==> src/rtl/gray_frame_diff_if.sv <==
// Pixel stream, frame-buffer FIFO and binary motion stream bundle
// for the gray_frame_diff stage.
interface gray_frame_diff_if;
  logic       gray_vsync;
  logic       gray_href;
  logic       gray_valid;
  logic [7:0] gray_data;
  logic [7:0] prev_data;
  logic       prev_empty;
  logic       prev_rd_en;
  logic       cur_full;
  logic       cur_wr_en;
  logic [7:0] cur_wr_data;
  logic       bin_vsync;
  logic       bin_href;
  logic       bin_valid;
  logic [7:0] bin_data;

  modport master (
    output gray_vsync, gray_href, gray_valid, gray_data,
    output prev_data, prev_empty, cur_full,
    input  prev_rd_en, cur_wr_en, cur_wr_data,
    input  bin_vsync, bin_href, bin_valid, bin_data
  );

  modport slave (
    input  gray_vsync, gray_href, gray_valid, gray_data,
    input  prev_data, prev_empty, cur_full,
    output prev_rd_en, cur_wr_en, cur_wr_data,
    output bin_vsync, bin_href, bin_valid, bin_data
  );
endinterface

==> src/rtl/gray_frame_diff.sv <==
// Frame-to-frame grayscale difference with threshold, binary
// motion stream and per-frame motion-pixel count.
module gray_frame_diff #(
  parameter int CNT_W = 20
) (
  input  logic             clk,
  input  logic             rst_n,
  gray_frame_diff_if.slave bus,
  input  logic [7:0]       thresh,
  output logic [CNT_W-1:0] motion_cnt,
  output logic             frame_done,
  output logic             underflow_err,
  output logic             overflow_err
);

  typedef enum logic [1:0] {
    WAIT_SYNC = 2'd0,
    FIRST     = 2'd1,
    DIFF      = 2'd2
  } state_t;

  localparam logic [CNT_W-1:0] CNT_MAX = '1;

  state_t           state, state_n;
  logic             vs_d1, vs_rise;
  logic [7:0]       thr_l;
  logic [8:0]       sub;
  logic [7:0]       abs_d;
  logic             cmp_now;
  logic [7:0]       diff_r;
  logic             cmp_ok;
  logic             vs1, href1, valid1;
  logic             bv_d1, bv_rise, hit;
  logic [CNT_W-1:0] acc;

  assign vs_rise = bus.gray_vsync & ~vs_d1;

  // Frame boundary detect and per-frame threshold latch
  always_ff @(posedge clk or negedge rst_n) begin
    if (!rst_n) begin
      vs_d1 <= 1'b0;
      thr_l <= 8'h00;
    end else begin
      vs_d1 <= bus.gray_vsync;
      if (vs_rise) thr_l <= thresh;
    end
  end

  // State register
  always_ff @(posedge clk or negedge rst_n) begin
    if (!rst_n) state <= WAIT_SYNC;
    else        state <= state_n;
  end

  // Next state: one boundary to start storing, one more to compare
  always_comb begin
    state_n = state;
    unique case (state)
      WAIT_SYNC: if (vs_rise) state_n = FIRST;
      FIRST:     if (vs_rise) state_n = DIFF;
      DIFF:      state_n = DIFF;
      default:   state_n = WAIT_SYNC;
    endcase
  end

  // FIFO strobes and absolute difference of current vs previous
  always_comb begin
    bus.cur_wr_en   = bus.gray_valid & ~bus.cur_full
                    & (state != WAIT_SYNC);
    bus.cur_wr_data = bus.gray_data;
    cmp_now         = bus.gray_valid & ~bus.prev_empty
                    & (state == DIFF);
    bus.prev_rd_en  = cmp_now;
    sub   = {1'b0, bus.gray_data} - {1'b0, bus.prev_data};
    abs_d = sub[8] ? (~sub[7:0] + 8'd1) : sub[7:0];
  end

  // Stage 1: register difference, compare-enable and syncs
  always_ff @(posedge clk or negedge rst_n) begin
    if (!rst_n) begin
      diff_r <= 8'h00;
      cmp_ok <= 1'b0;
      vs1    <= 1'b0;
      href1  <= 1'b0;
      valid1 <= 1'b0;
    end else begin
      diff_r <= cmp_now ? abs_d : 8'h00;
      cmp_ok <= cmp_now;
      vs1    <= bus.gray_vsync;
      href1  <= bus.gray_href;
      valid1 <= bus.gray_valid;
    end
  end

  // Stage 2: strict threshold compare onto the binary stream
  always_ff @(posedge clk or negedge rst_n) begin
    if (!rst_n) begin
      bus.bin_vsync <= 1'b0;
      bus.bin_href  <= 1'b0;
      bus.bin_valid <= 1'b0;
      bus.bin_data  <= 8'h00;
    end else begin
      bus.bin_vsync <= vs1;
      bus.bin_href  <= href1;
      bus.bin_valid <= valid1;
      bus.bin_data  <= (valid1 & cmp_ok & (diff_r > thr_l))
                     ? 8'hFF : 8'h00;
    end
  end

  assign bv_rise = bus.bin_vsync & ~bv_d1;
  assign hit     = bus.bin_valid & (bus.bin_data == 8'hFF);

  // Saturating motion accumulator, published at each output frame edge
  always_ff @(posedge clk or negedge rst_n) begin
    if (!rst_n) begin
      bv_d1      <= 1'b0;
      acc        <= '0;
      motion_cnt <= '0;
      frame_done <= 1'b0;
    end else begin
      bv_d1      <= bus.bin_vsync;
      frame_done <= bv_rise;
      if (bv_rise) begin
        motion_cnt <= acc;
        acc        <= hit ? CNT_W'(1) : '0;
      end else if (hit && acc != CNT_MAX) begin
        acc <= acc + CNT_W'(1);
      end
    end
  end

  // Sticky FIFO error flags
  always_ff @(posedge clk or negedge rst_n) begin
    if (!rst_n) begin
      underflow_err <= 1'b0;
      overflow_err  <= 1'b0;
    end else begin
      if (bus.gray_valid & bus.prev_empty & (state == DIFF))
        underflow_err <= 1'b1;
      if (bus.gray_valid & bus.cur_full & (state != WAIT_SYNC))
        overflow_err <= 1'b1;
    end
  end

endmodule

==> src/flat_wrapper.sv <==
// flat-port wrapper written by rule: the top's interface ports become plain ports
module gray_frame_diff_flat 
#(
  parameter int CNT_W = 20
)
  (clk, rst_n, thresh, motion_cnt, frame_done, underflow_err, overflow_err, bus_gray_vsync, bus_gray_href, bus_gray_valid, bus_gray_data, bus_prev_data, bus_prev_empty, bus_cur_full, bus_prev_rd_en, bus_cur_wr_en, bus_cur_wr_data, bus_bin_vsync, bus_bin_href, bus_bin_valid, bus_bin_data);
  gray_frame_diff_if bus_i ();
  input  logic clk;
  input  logic rst_n;
  input  logic [7:0] thresh;
  output logic [CNT_W-1:0] motion_cnt;
  output logic frame_done;
  output logic underflow_err;
  output logic overflow_err;
  input wire logic [$bits(bus_i.gray_vsync)-1:0] bus_gray_vsync;
  input wire logic [$bits(bus_i.gray_href)-1:0] bus_gray_href;
  input wire logic [$bits(bus_i.gray_valid)-1:0] bus_gray_valid;
  input wire logic [$bits(bus_i.gray_data)-1:0] bus_gray_data;
  input wire logic [$bits(bus_i.prev_data)-1:0] bus_prev_data;
  input wire logic [$bits(bus_i.prev_empty)-1:0] bus_prev_empty;
  input wire logic [$bits(bus_i.cur_full)-1:0] bus_cur_full;
  output wire logic [$bits(bus_i.prev_rd_en)-1:0] bus_prev_rd_en;
  output wire logic [$bits(bus_i.cur_wr_en)-1:0] bus_cur_wr_en;
  output wire logic [$bits(bus_i.cur_wr_data)-1:0] bus_cur_wr_data;
  output wire logic [$bits(bus_i.bin_vsync)-1:0] bus_bin_vsync;
  output wire logic [$bits(bus_i.bin_href)-1:0] bus_bin_href;
  output wire logic [$bits(bus_i.bin_valid)-1:0] bus_bin_valid;
  output wire logic [$bits(bus_i.bin_data)-1:0] bus_bin_data;
  assign bus_i.gray_vsync = bus_gray_vsync;
  assign bus_i.gray_href = bus_gray_href;
  assign bus_i.gray_valid = bus_gray_valid;
  assign bus_i.gray_data = bus_gray_data;
  assign bus_i.prev_data = bus_prev_data;
  assign bus_i.prev_empty = bus_prev_empty;
  assign bus_i.cur_full = bus_cur_full;
  assign bus_prev_rd_en = bus_i.prev_rd_en;
  assign bus_cur_wr_en = bus_i.cur_wr_en;
  assign bus_cur_wr_data = bus_i.cur_wr_data;
  assign bus_bin_vsync = bus_i.bin_vsync;
  assign bus_bin_href = bus_i.bin_href;
  assign bus_bin_valid = bus_i.bin_valid;
  assign bus_bin_data = bus_i.bin_data;
  gray_frame_diff #(.CNT_W(CNT_W)) u_core (.clk(clk), .rst_n(rst_n), .bus(bus_i), .thresh(thresh), .motion_cnt(motion_cnt), .frame_done(frame_done), .underflow_err(underflow_err), .overflow_err(overflow_err));
endmodule
==> config.mk <==
export PLATFORM = sky130hd
export DESIGN_NAME = gray_frame_diff_flat
export DESIGN_NICKNAME = d
export VERILOG_FILES = /design/src/rtl/gray_frame_diff_if.sv /design/src/rtl/gray_frame_diff.sv /design/src/flat_wrapper.sv
export SDC_FILE = /design/constraint.sdc
export NUM_CORES = 1
export LEC_CHECK = 0
export CAP_MARGIN = 20
export CORE_MARGIN = 5
export CORE_UTILIZATION = 55
export CTS_CLUSTER_SIZE = 16
export DETAILED_ROUTE_END_ITERATION = 10
export PLACE_DENSITY = 0.92
export SYNTH_ARGS = -nofsm -noshare
export SYNTH_HDL_FRONTEND = slang
export SYNTH_SLANG_ARGS = --single-unit
==> constraint.sdc <==
create_clock -name clk -period 3.8 [get_ports clk]
set_input_delay 0.76 -clock clk [delete_from_list [all_inputs] [get_ports clk]]
set_output_delay 0.76 -clock clk [all_outputs]
set_load 0.005 [all_outputs]
==> impl_results.rst <==
.. list-table::
   :header-rows: 1

   * - Metric
     - Value
   * - Area used by multi-input combinational logic
     - 1620 µm²
   * - Height of the die
     - 91.1 µm
   * - Maximum clock frequency
     - 0.311 GHz
   * - Period Utilization, post-route
     - 84.7%
   * - Setup-violating endpoint count in the final report
     - 0
   * - Xor/xnor share of the synthesized area
     - 4.84%
   * - PwrDens
     - 380 nW/µm²
   * - Cell at the root of the clock tree
     - clkbuf_8
   * - Result of the run
     - completed
   * - I/O pin total
     - 75
   * - Fin Setup TNS
     - 0 ns
   * - Post-route DRC
     - 0
   * - Die area
     - 8310 µm²
   * - CTS sink count
     - 70
   * - Finished layout cell area
     - 4540 µm²
   * - Mean number of vias per cell
     - 5.43
   * - Antenna violations before repair
     - 0
   * - Maxcap violations
     - 0
   * - Part of the total power dissipated in the clock network
     - 34.4%
   * - Cell area reported after detailed placement
     - 4310 µm²
   * - Number of register bits inferred by synthesis
     - 70
   * - Post-Route Skew
     - 0.00996 ns
   * - HPWL Detailed
     - 5.40 mm
   * - Routed wire length
     - 7.32 mm
   * - Adder-cell share of the synthesized area
     - 8.15%
   * - Final Core Density
     - 71.0%
   * - Critical path fanouts, max
     - 9
   * - Number of enable flip-flop cells after synthesis
     - 0
   * - Number of filler instances in the final layout
     - 450
   * - Cell-internal power
     - 1.25 mW
   * - Ant. Diodes
     - 0
   * - Number of design-rule violations left by the first detailed-router iteration
     - 147
   * - Synthesized Nets
     - 433
   * - Post-layout min period
     - 3.22 ns
   * - Synthesized netlist cell count
     - 379
   * - Sequential area share after synthesis
     - 48.4%
   * - R2r worst-path depth
     - 5
   * - Largest net degree at the start of global routing
     - 61
   * - Clock tree from TritonCTS
     - yes
   * - Compound-Gate Fraction of Synth Area
     - 10.1%
   * - Static leakage
     - 2.17 nW
   * - Met2 layer usage reported by global route
     - 29.4%
   * - Cell type with the highest occurrence count on the critical path
     - clkdlybuf4s50_1
   * - Detailed-route via count
     - 2845
   * - Total chip power
     - 1.72 mW
   * - Capturing element type of the critical path
     - primary output
   * - Core region area
     - 6390 µm²
   * - Die width
     - 91.1 µm
   * - Combined global-route utilization of all metal layers
     - 18.7%
   * - Placer Congestion
     - 0.846
   * - CP cell instances
     - clkdlybuf4s50_1 > nand2_1 > or2_2 > inv_1 > clkdlybuf4s50_1
   * - Initial core utilization
     - 56.7%
   * - Classification of the worst setup path
     - in -> out
   * - Post-CTS Setup Bufs
     - 0
   * - Post-Synth Simple-Gate Area
     - 19.6%
   * - Wire length of the first global-routing pass
     - 12.7 mm
   * - Input/output buffers
     - 74
   * - Startpoint Class
     - primary input
   * - Most heavily used metal layer in global routing
     - met2
   * - Share of total power in combinational logic
     - 19.0%
   * - Headroom to the max-slew limit
     - 41.8%
   * - Sw Share
     - 27.6%
   * - DR pass1 iterations
     - 4
   * - Total count of hold-check failures in the final report
     - 0
   * - Worst skew pair latency
     - 0.34 ns
   * - Fraction of layout instances using a drive strength above 1
     - 7.83%
   * - Global-route congestion overflow total
     - 0
   * - Met3 global-route usage
     - 5.37%
   * - Most used DFF post-synth
     - dfrtp_1
   * - Post-route antenna net violation count
     - 0
   * - Worst r2r src
     - u_core.bus.bin_vsync$_DFF_PN0_
   * - Average instance area after synthesis
     - 9.55 µm²
   * - Fraction of registers with async set or reset after synthesis
     - 100%
   * - Netlist area before placement
     - 3620 µm²
   * - Footprint of the flip-flops and latches
     - 1750 µm²
   * - P_sw
     - 476 µW
   * - Area growth, synth to finish
     - 25.3%
   * - Inserted Clock Buffers
     - 9
   * - Depth of the CTS H-tree
     - 3
   * - Number of cell rows
     - 29
   * - Tightest Pin Transition
     - 0.874 ns
   * - Worst Path Required
     - 3.04 ns
   * - Worst Hold Class
     - in -> async
   * - Clock transition time at the flip-flop clock pins of the worst setup and hold paths
     - 0.07 ns
   * - Worst ir drop on vdd
     - 254 µV
   * - Highest-delay cell along the critical path
     - clkdlybuf4s50_1
   * - Vias in the first global route
     - 2824
   * - GR Util met1
     - 23.6%
   * - Post-Place Worst Slack
     - 0.496 ns
   * - Unrepaired setup endpoints after global routing
     - no
   * - Number of max-slew violations in the final report
     - 0
   * - Post-synth cell types
     - 51
   * - Register share of total power
     - 46.6%
   * - Mean routed wirelength per cell
     - 14.0 µm
   * - Buffers from clock root to sink, at most
     - 2
   * - Multiplexer share of the synthesized area
     - 2.07%
   * - Slowest stage delay, CP
     - 0.54 ns
   * - Number of nets in the layout
     - 496
   * - Post-cts hold buffer count
     - 0
   * - Slack of the worst reg-to-reg path
     - 1.83 ns
   * - Arrival time at the worst endpoint
     - 2.46 ns
   * - Resize count post-CTS
     - 0
   * - Synth warn
     - 0
   * - R2r endpoint
     - u_core.motion_cnt[7]$_DFFE_PN0P_
   * - Post-layout worst setup margin
     - 0.583 ns
   * - Combinational family with the most area after synthesis
     - simple AND/OR/NAND/NOR gates
[cell families (layout without fill, tap and decap cells)]
logic type	Yosys count	in the layout
adders and majority gates	23	23
xor gates and xnor gates	20	20
and+or+nand+nor	156	156
buffers and inverters	49	117
DFF	70	70
muxes	7	7
AOI/OAI and AO/OA	54	54
[layer usage]
metal	up-vias	part of all wire, %
li1	1380	-
met1	1351	43
met2	105	48
met3	9	7.1
met4	0	1.7
met5	-	0
[how the worst max path moves through the flow]
stage / slack (ns) / end / start / cells after the start
detailed placement: 0.50 / u_core.diff_r[3]$_DFF_PN0_ / bus_gray_data[0] / 11
finish: 0.58 / bus_prev_rd_en / bus_gray_valid / 5
global route: 0.47 / bus_prev_rd_en / bus_gray_valid / 5
floorplan: 1.05 / u_core.diff_r[3]$_DFF_PN0_ / bus_gray_data[0] / 10
global placement: 0.52 / u_core.diff_r[3]$_DFF_PN0_ / bus_gray_data[0] / 11
CTS: 0.58 / bus_prev_rd_en / bus_gray_valid / 5
[final cells by class]
type	instances	area share (%)
clock inverters	6	1.57
clock buffers	10	2.81
well taps	77	2.12
multi-input cells	260	35.7
flip-flops and latches	70	38.6
inverters	24	1.99
repair buffers	77	17.2
[state kept, by name, summed over array words and instances (netlist names), 2 cells and up]
register,flops
u_core.diff_r,8
u_core.state,2
u_core.motion_cnt,20
u_core.acc,20
u_core.thr_l,8
[critical path: cells and delay by family]
| family | cells | cell delay, ns |
|---|---|---|
| buffers and inverters | 3 | 1.27 |
| and+or+nand+nor | 2 | 0.42 |
[cells in the mapped netlist (2+ instances only)]
cell type,count,area [µm²]
a21o_1,5,37.5
a21oi_1,10,50.1
a31o_2,2,17.5
a31oi_1,2,12.5
and3_1,5,31.3
buf_4,16,120
clkbuf_1,8,30.0
dfrtp_1,70,1750
ha_1,22,275
inv_1,24,90.1
mux2_2,4,45.0
mux2i_1,3,30.0
nand2_1,83,312
nand3_1,13,65.1
nand4_1,5,31.3
nor2_1,28,105
nor2b_1,3,18.8
o21a_1,4,30.0
o21ai_0,16,80.1
o21bai_1,4,30.0
or2_2,2,12.5
or3_1,3,18.8
xnor2_1,3,26.3
xor2_1,17,149
[layout by cell type (no fill, tap or decap), types with 3 or more instances in the layout]
cell type and count:
a21o_1 5, a21oi_1 10, and3_1 5, clkbuf_8 9, clkdlybuf4s50_1 73, dfrtp_1 70
ha_1 22, inv_1 24, mux2_2 4, mux2i_1 3, nand2_1 83, nand3_1 13
nand4_1 5, nor2_1 28, nor2b_1 3, o21a_1 4, o21ai_0 16, o21bai_1 4
or3_1 3, xnor2_1 3, xor2_1 17
[stage by stage]
stage,instances,hold WS [ns]
global route,524,0.276
floorplan,379,0.331
global placement,507,0.337
detailed placement,507,0.336
finish,524,0.271
CTS,523,0.266
[power groups by stage]
stage | combinational [mW] | sequential, mW | clock [mW]
after floorplan | 0.211 | 0.813 | 0
after global placement | 0.305 | 0.816 | 0
after detailed placement | 0.324 | 0.817 | 0
after CTS | 0.327 | 0.803 | 0.603
after global routing | 0.371 | 0.807 | 0.645
final | 0.328 | 0.803 | 0.593
Power figures use the tool's default switching activity.
